===== config.mk =====
export PLATFORM = sky130hd
export DESIGN_NAME = instruction_fetch_responder
export DESIGN_NICKNAME = d
export VERILOG_FILES = /design/src/rtl/instruction_fetch_responder.sv
export SDC_FILE = /design/constraint.sdc
export NUM_CORES = 1
export LEC_CHECK = 0
export BUFFER_PORTS_ARGS = -buffer_cell sky130_fd_sc_hd__buf_2
export CAP_MARGIN = 20
export CORE_ASPECT_RATIO = 1.2
export CORE_MARGIN = 8
export CORE_UTILIZATION = 30
export CTS_BUF_LIST = sky130_fd_sc_hd__clkbuf_4
export DETAILED_ROUTE_END_ITERATION = 10
export HOLD_SLACK_MARGIN = 0.03
export PLACE_DENSITY = 0.53
export SKIP_CTS_REPAIR_TIMING = 1
export SYNTH_ARGS = -nofsm -noshare
export SYNTH_HDL_FRONTEND = slang
export SYNTH_SLANG_ARGS = --single-unit

===== constraint.sdc =====
create_clock -name clk -period 6.85 [get_ports clk]
set_clock_uncertainty 0.15 [all_clocks]
set_input_delay 1.0275 -clock clk [delete_from_list [all_inputs] [get_ports clk]]
set_output_delay 1.0275 -clock clk [all_outputs]
set_load 0.05 [all_outputs]

===== src/rtl/instruction_fetch_responder.sv =====
// Fetch responder: accepts PC fetch addresses, performs one outstanding memory read at a time and
// returns {addr, instr, fault} through a show-ahead FIFO. Optional macro: IFETCH_ALIGN_CHECK_EN.
module instruction_fetch_responder #(
  parameter int unsigned DEPTH = 2
) (
  input  logic        clk,
  input  logic        reset,
  input  logic        req_valid,
  output logic        req_ready,
  input  logic [31:0] req_addr,
  input  logic        flush,
  output logic        mem_read,
  output logic [31:0] mem_addr,
  input  logic [31:0] mem_rdata,
  input  logic        mem_ready,
  output logic        rsp_valid,
  input  logic        rsp_ready,
  output logic [31:0] rsp_addr,
  output logic [31:0] rsp_instr,
  output logic        rsp_fault
);

  localparam int unsigned PTR_W = (DEPTH > 1) ? $clog2(DEPTH) : 1;
  localparam int unsigned CNT_W = $clog2(DEPTH + 1);
  localparam logic [CNT_W-1:0] DEPTH_C = CNT_W'(DEPTH);

  typedef enum logic [1:0] {
    IDLE,
    WAIT_MEM,
    DRAIN
  } state_e;

  typedef struct packed {
    logic [31:0] addr;
    logic [31:0] instr;
    logic        fault;
  } entry_t;

  state_e             state_q, state_d;
  logic [31:0]        mem_addr_q, mem_addr_d;
  logic [31:0]        req_addr_q, req_addr_d;
  entry_t             fifo_q [DEPTH];
  entry_t             fifo_d [DEPTH];
  logic [PTR_W-1:0]   wr_ptr_q, wr_ptr_d;
  logic [PTR_W-1:0]   rd_ptr_q, rd_ptr_d;
  logic [CNT_W-1:0]   count_q, count_d;

  logic   accept;
  logic   misaligned;
  logic   push;
  logic   pop;
  entry_t push_entry;
  entry_t head;

`ifdef IFETCH_ALIGN_CHECK_EN
  assign misaligned = (req_addr[1:0] != 2'b00);
`else
  assign misaligned = 1'b0;
`endif

  assign req_ready = !reset && (state_q == IDLE) && (count_q < DEPTH_C) && !flush;
  assign accept    = req_valid && req_ready;
  assign mem_read  = (state_q != IDLE);
  assign mem_addr  = mem_addr_q;

  // Request/memory FSM; it is also the only source of FIFO pushes.
  always_comb begin
    state_d    = state_q;
    mem_addr_d = mem_addr_q;
    req_addr_d = req_addr_q;
    push       = 1'b0;
    push_entry = '0;
    case (state_q)
      IDLE: begin
        if (accept) begin
          if (misaligned) begin
            push       = 1'b1;
            push_entry = '{addr: req_addr, instr: '0, fault: 1'b1};
          end else begin
            state_d    = WAIT_MEM;
            mem_addr_d = {req_addr[31:2], 2'b00};
            req_addr_d = req_addr;
          end
        end
      end
      WAIT_MEM: begin
        if (mem_ready) begin
          state_d = IDLE;
          if (!flush) begin
            push       = 1'b1;
            push_entry = '{addr: req_addr_q, instr: mem_rdata, fault: 1'b0};
          end
        end else if (flush) begin
          state_d = DRAIN;
        end
      end
      DRAIN: begin
        if (mem_ready) state_d = IDLE;
      end
      default: state_d = IDLE;
    endcase
  end

  // A free slot is reserved at accept time, so push never meets a full FIFO.
  always_comb begin
    pop      = (count_q != '0) && rsp_ready && !flush;
    fifo_d   = fifo_q;
    wr_ptr_d = wr_ptr_q;
    rd_ptr_d = rd_ptr_q;
    count_d  = count_q;
    if (flush) begin
      wr_ptr_d = '0;
      rd_ptr_d = '0;
      count_d  = '0;
    end else begin
      if (push) begin
        fifo_d[wr_ptr_q] = push_entry;
        wr_ptr_d         = wr_ptr_q + PTR_W'(1);
      end
      if (pop) rd_ptr_d = rd_ptr_q + PTR_W'(1);
      case ({push, pop})
        2'b10:   count_d = count_q + CNT_W'(1);
        2'b01:   count_d = count_q - CNT_W'(1);
        default: count_d = count_q;
      endcase
    end
  end

  assign head      = fifo_q[rd_ptr_q];
  assign rsp_valid = (count_q != '0);
  assign rsp_addr  = rsp_valid ? head.addr  : '0;
  assign rsp_instr = rsp_valid ? head.instr : '0;
  assign rsp_fault = rsp_valid ? head.fault : 1'b0;

  always_ff @(posedge clk or posedge reset) begin
    if (reset) begin
      state_q    <= IDLE;
      mem_addr_q <= '0;
      req_addr_q <= '0;
      wr_ptr_q   <= '0;
      rd_ptr_q   <= '0;
      count_q    <= '0;
      for (int unsigned i = 0; i < DEPTH; i++) fifo_q[i] <= '0;
    end else begin
      state_q    <= state_d;
      mem_addr_q <= mem_addr_d;
      req_addr_q <= req_addr_d;
      wr_ptr_q   <= wr_ptr_d;
      rd_ptr_q   <= rd_ptr_d;
      count_q    <= count_d;
      fifo_q     <= fifo_d;
    end
  end

endmodule


# After elaboration in Yosys (flattened, before gate mapping)
# Cells that the tools add are included.
# W data, S select, Z words.
[totals]
output_inout_bits = 100
word_cells = 74
romBits = 0
latchBits = 0
reg_bits = 198
memories = 0
input_bits = 70
ramBits = 0
[classes]
order_cmp = 4
n_reduce_logical = 18
bitwise = 3
n_mux = 26
addsub = 4
mul = 0
shifts = 0
n_eq_ne = 7
div_mod_pow = 0
[ops]
columns = ["cell", "count"]
rows = [
  ["$mux W65", 7],
  ["$bwmux W130", 1],
  ["$demux W65 S1", 1],
  ["$mux W32", 2],
  ["$mux W2", 5],
  ["$mux W1", 8],
  ["$reduce_bool A2 Y1", 4],
  ["$logic_and A1 B1 Y1", 7],
  ["$pmux W2 S3", 1],
  ["$eq A2 B1 Y1 const B", 2],
  ["$eq A2 B2 Y1 const B", 2],
  ["$ge A2 B2 Y1 const B", 2],
  ["$ne A2 B2 Y1 const B", 2],
  ["$not A1 Y2", 2],
  ["$pmux W2 S2", 1],
  ["$reduce_and A2 Y1", 2],
  ["$ne A3 B3 Y1 const B", 1],
  ["$reduce_and A3 Y1", 1],
  ["$reduce_bool A3 Y1", 1],
  ["$add A1 B1 Y1 const B", 2],
  ["$add A2 B1 Y2 const B", 1],
  ["$logic_not A1 Y1", 2],
  ["$logic_not A2 Y1", 1],
  ["$lt A2 B1 Y1 const B", 1],
  ["other kinds (3)", 3],
]

# Depth between registers and ports, before layout
[depth]
word_depth = 7
mapped_depth = 5
mapped_depth_nobuf = 3

# Worst setup path before layout
# OpenSTA, ideal clock, no wires.
[synth_path]
kind = "in2out"
from = "input reset"
to = "output req_ready"
n_path_buf = 0
t_arrival_ns = 5.222
slack_ns = 0.451
path_stages = 2
required_time_ns = 5.673
path_cell_list = "inv_1 -> and2_1"
[synth_via]
elab_chain_len = 4
[synth_lines]
columns = ["item", "line_no", "source"]
rows = [
  ["from (decl)", "7", "input logic reset,"],
  ["$logic_not A1 Y1 (no source line)", "-", ""],
  ["$logic_and A1 B1 Y1 (3 in a row)", "61", "assign req_ready = !reset && (state_q == IDLE) && (count_q < DEPTH_C) && !flush;"],
  ["to (decl)", "9", "output logic req_ready,"],
]
# Every way passes these cells.

# Final worst setup path
[layout_path]
from = "register rd_ptr_q"
to = "output rsp_instr[29]"
[layout_via]
elab_chain_len = 5
[layout_lines]
columns = ["item", "line_no", "source"]
rows = [
  ["from (decl)", "45", "logic [PTR_W-1:0] rd_ptr_q, rd_ptr_d;"],
  ["from (signal assigned)", "149", "rd_ptr_q <= rd_ptr_d;"],
  ["$not A1 Y2 (implied by the code)", "129", "assign head = fifo_q[rd_ptr_q];"],
  ["$mux W65 (implied by the code) (3 in a row)", "129", ""],
  ["$mux W32", "132", "assign rsp_instr = rsp_valid ? head.instr : '0;"],
  ["to (decl)", "19", "output logic [31:0] rsp_instr,"],
]
# Every way passes these cells. The select of a mux whose other input is x is not followed.

==> impl_metrics.ini <==
[grt]
grt_pass1_vias = 5132
grtUsageTotal_pct = 11.3
antenna_found_initial = 2
grt-ovfl-total = 0
grt_max_degree = 70
grt_pass1_wl_mm = 28.0

[critical_path]
cp-end-kind = output port
path_max_fanout = 44
critPathLaunchType = register
crit_arrival_ns = 2.63
crit_slowest_cell = dfrtp_4
cp-startpoint = rd_ptr_q$_DFFE_PP0P_
slowest_delay_ns = 1.00
crit_type = register to output port
crit_chain = buf_4 -> mux2i_1 -> nor2_1 -> buf_2
r2r-start = state_q[1]$_DFFE_PP0P_
r2r_setup_slack_ns = 4.26
setup.worst_path.end = rsp_instr[29]
r2r_cells = 4
reg2reg_to = fifo_q[32]$_DFFE_PP0P_
critPathRequiredTime_ns = 5.67

[logic_synthesis]
synth_ff_type = dfrtp_1
netlist_instances = 550
syn_avg_cell_area_um2 = 14.1
synth_top_area_cell = dfrtp_1
synth_top_area_share_pct = 53.5
synth.area.top_cells = dfrtp_1 (54%), mux2_2 (14%), mux2_4 (12%)
synthArstFlopShare_pct = 100
synth.most_common_cell = dfrtp_1
seq_area_frac_synth_pct = 53.5
ys_top_cells_by_count = dfrtp_1 (166), mux2_2 (95), nor2_1 (68)
synth_edf_count = 0
ys_warn_count = 0
synth_area_mm2 = 0.00776
ys_ff_latch = 166
yosysUniqueCellTypes = 31

[die]
die_w_um = 163
dieArea_mm2 = 0.0313
ioPinCount = 170
die_y_um = 192
rows = 64
initial_core_util_pct = 30.5
core_region_area_mm2 = 0.0255

[timing]
fin_crit_ns = 3.81
rsz0062_at_grt = false
hold_violations = 0
tns_ns = 0
period_share_pct = 55.6
slew_headroom_pct = 36.3
setup_violations = 0
setup_ws_ns = 3.04
tightestPinTransition_ns = 0.954
drv_slew = 0
fmaxAchievable_ghz = 0.263

[route]
route.vias.total = 4537
avgViaCountPerCell = 4.43
ant_nets = 0
first_pass_iters = 4
wl_per_cell_um = 16.7
drtIter0Drc = 116
drc = 0
drt-total-wl_mm = 17.0

[layout]
area_delta_synth_final_pct = 14.2
n_fill_cell = 2588
fin_nets = 749
layout-drive-gt1-share_pct = 52.9

[clock_network]
cts-root-buf = clkbuf_4
clk_pin_slew_ns = 0.15
cts_sinks = 166
clockBufferDepth = 2
ctsHtreeMaxLevel = 4
cts_tree = built
cts_made_buffers = 17
clock_latency_ns = 0.54

[pwr]
vdd.ir_drop.worst_mv = 0.140
power_density_mw_per_mm2 = 283
p_leak_uw = 0.00436

[outcome]
status = finished, final reports clean

[run]
cap_violations = 0

[hold_path]
worstHoldPathType = primary input to asynchronous set/reset pin

[placed_design]
portBuffers = 166
hpwl_mm = 11.1
place_ws_ns = 3.46
gp_congestion = 0.691
-- worst max-delay path, delay by kind of cell (launching register included) --
kind / cells / cell delay (ns)
muxes: 1 / 0.24
and+or+nand+nor: 1 / 0.07
DFF: 1 / 1.00
buffers and inverters: 2 / 0.76
-- per-layer routing --
metal	wire length (um)	track usage [%]	vias up
met5	13	0	-
met2	7970	18.3	106
met4	187	3.07	2
met3	922	3.34	15
met1	7940	14.4	2299
li1	-	-	2115
-- sequential cells by signal, indices dropped and copies added (netlist names) --
register,cells
rd_ptr_q,1
count_q,2
fifo_q,128
state_q,2
req_addr_q,32
wr_ptr_q,1
-- cells in the final DEF, fill, tap and decap left out, types with 2 or more instances in the layout --
cell	count
mux2_2	95
nor2_1	67
mux2i_1	64
buf_2	166
conb_1	3
buf_4	6
mux2_1	6
clkinvlp_4	3
clkbuf_4	19
nor2b_1	3
nand2_1	2
dfrtp_1	165
clkinv_4	4
a21oi_1	3
inv_1	2
xor2_1	2
mux2_4	60
inv_6	4
-- metrics by stage --
stage	util [%]	std cells	power [uW]	hold slack [ns]	cell area [um2]
4_1_cts	34.8	1022	2570	0.293	8860
3_3_place_gp	33.8	990	1980	0.318	8590
6_report	34.8	1023	2510	0.345	8860
5_1_grt	34.8	1023	2680	0.296	8860
3_5_place_dp	33.8	990	1990	0.326	8590
2_1_floorplan	-	552	1880	0.307	7770
-- final cells by class --
cell class                      count  area (um2)  area share (%)
Clock inverter                     13         123            1.38
Antenna cell                        1        2.50          0.0282
Timing Repair Buffer              172         876            9.88
Inverter                            3        16.3           0.184
Multi-Input combinational cell    319        3130            35.3
Sequential cell                   166        4160            46.9
Clock buffer                       19         143            1.61
Tap cell                          330         413            4.66
-- how the worst min path moves through the flow --
stage          depth (start not counted)                     from  slack (ns)                 endpoint
5_1_grt                                2                    reset        0.30   fifo_q[71]$_DFFE_PP0P_
4_1_cts                                2                    reset        0.29   fifo_q[11]$_DFFE_PP0P_
6_report                               2                    reset        0.35   fifo_q[11]$_DFFE_PP0P_
2_1_floorplan                          1  fifo_q[111]$_DFFE_PP0P_        0.31  fifo_q[111]$_DFFE_PP0P_
3_3_place_gp                           1  fifo_q[111]$_DFFE_PP0P_        0.32  fifo_q[111]$_DFFE_PP0P_
3_5_place_dp                           1  fifo_q[112]$_DFFE_PP0P_        0.33  fifo_q[112]$_DFFE_PP0P_
-- power by group --
part	switching [uW]	leakage, uW	internal [uW]
clock	366	0.000138	192
sequential	128	0.00214	1190
combinational	360	0.00208	275
total	854	0.00436	1660
-- kinds of logic after synthesis --
family	Yosys count	share of synthesized area (%)
AOI/OAI and AO/OA	6	0.467
xor gates and xnor gates	2	0.226
buffers and inverters	67	6.42
DFF	166	53.5
muxes	225	34.5
other	1	0.0483
and+or+nand+nor	83	4.80
Note: power is estimated with default switching activity, not from simulation.
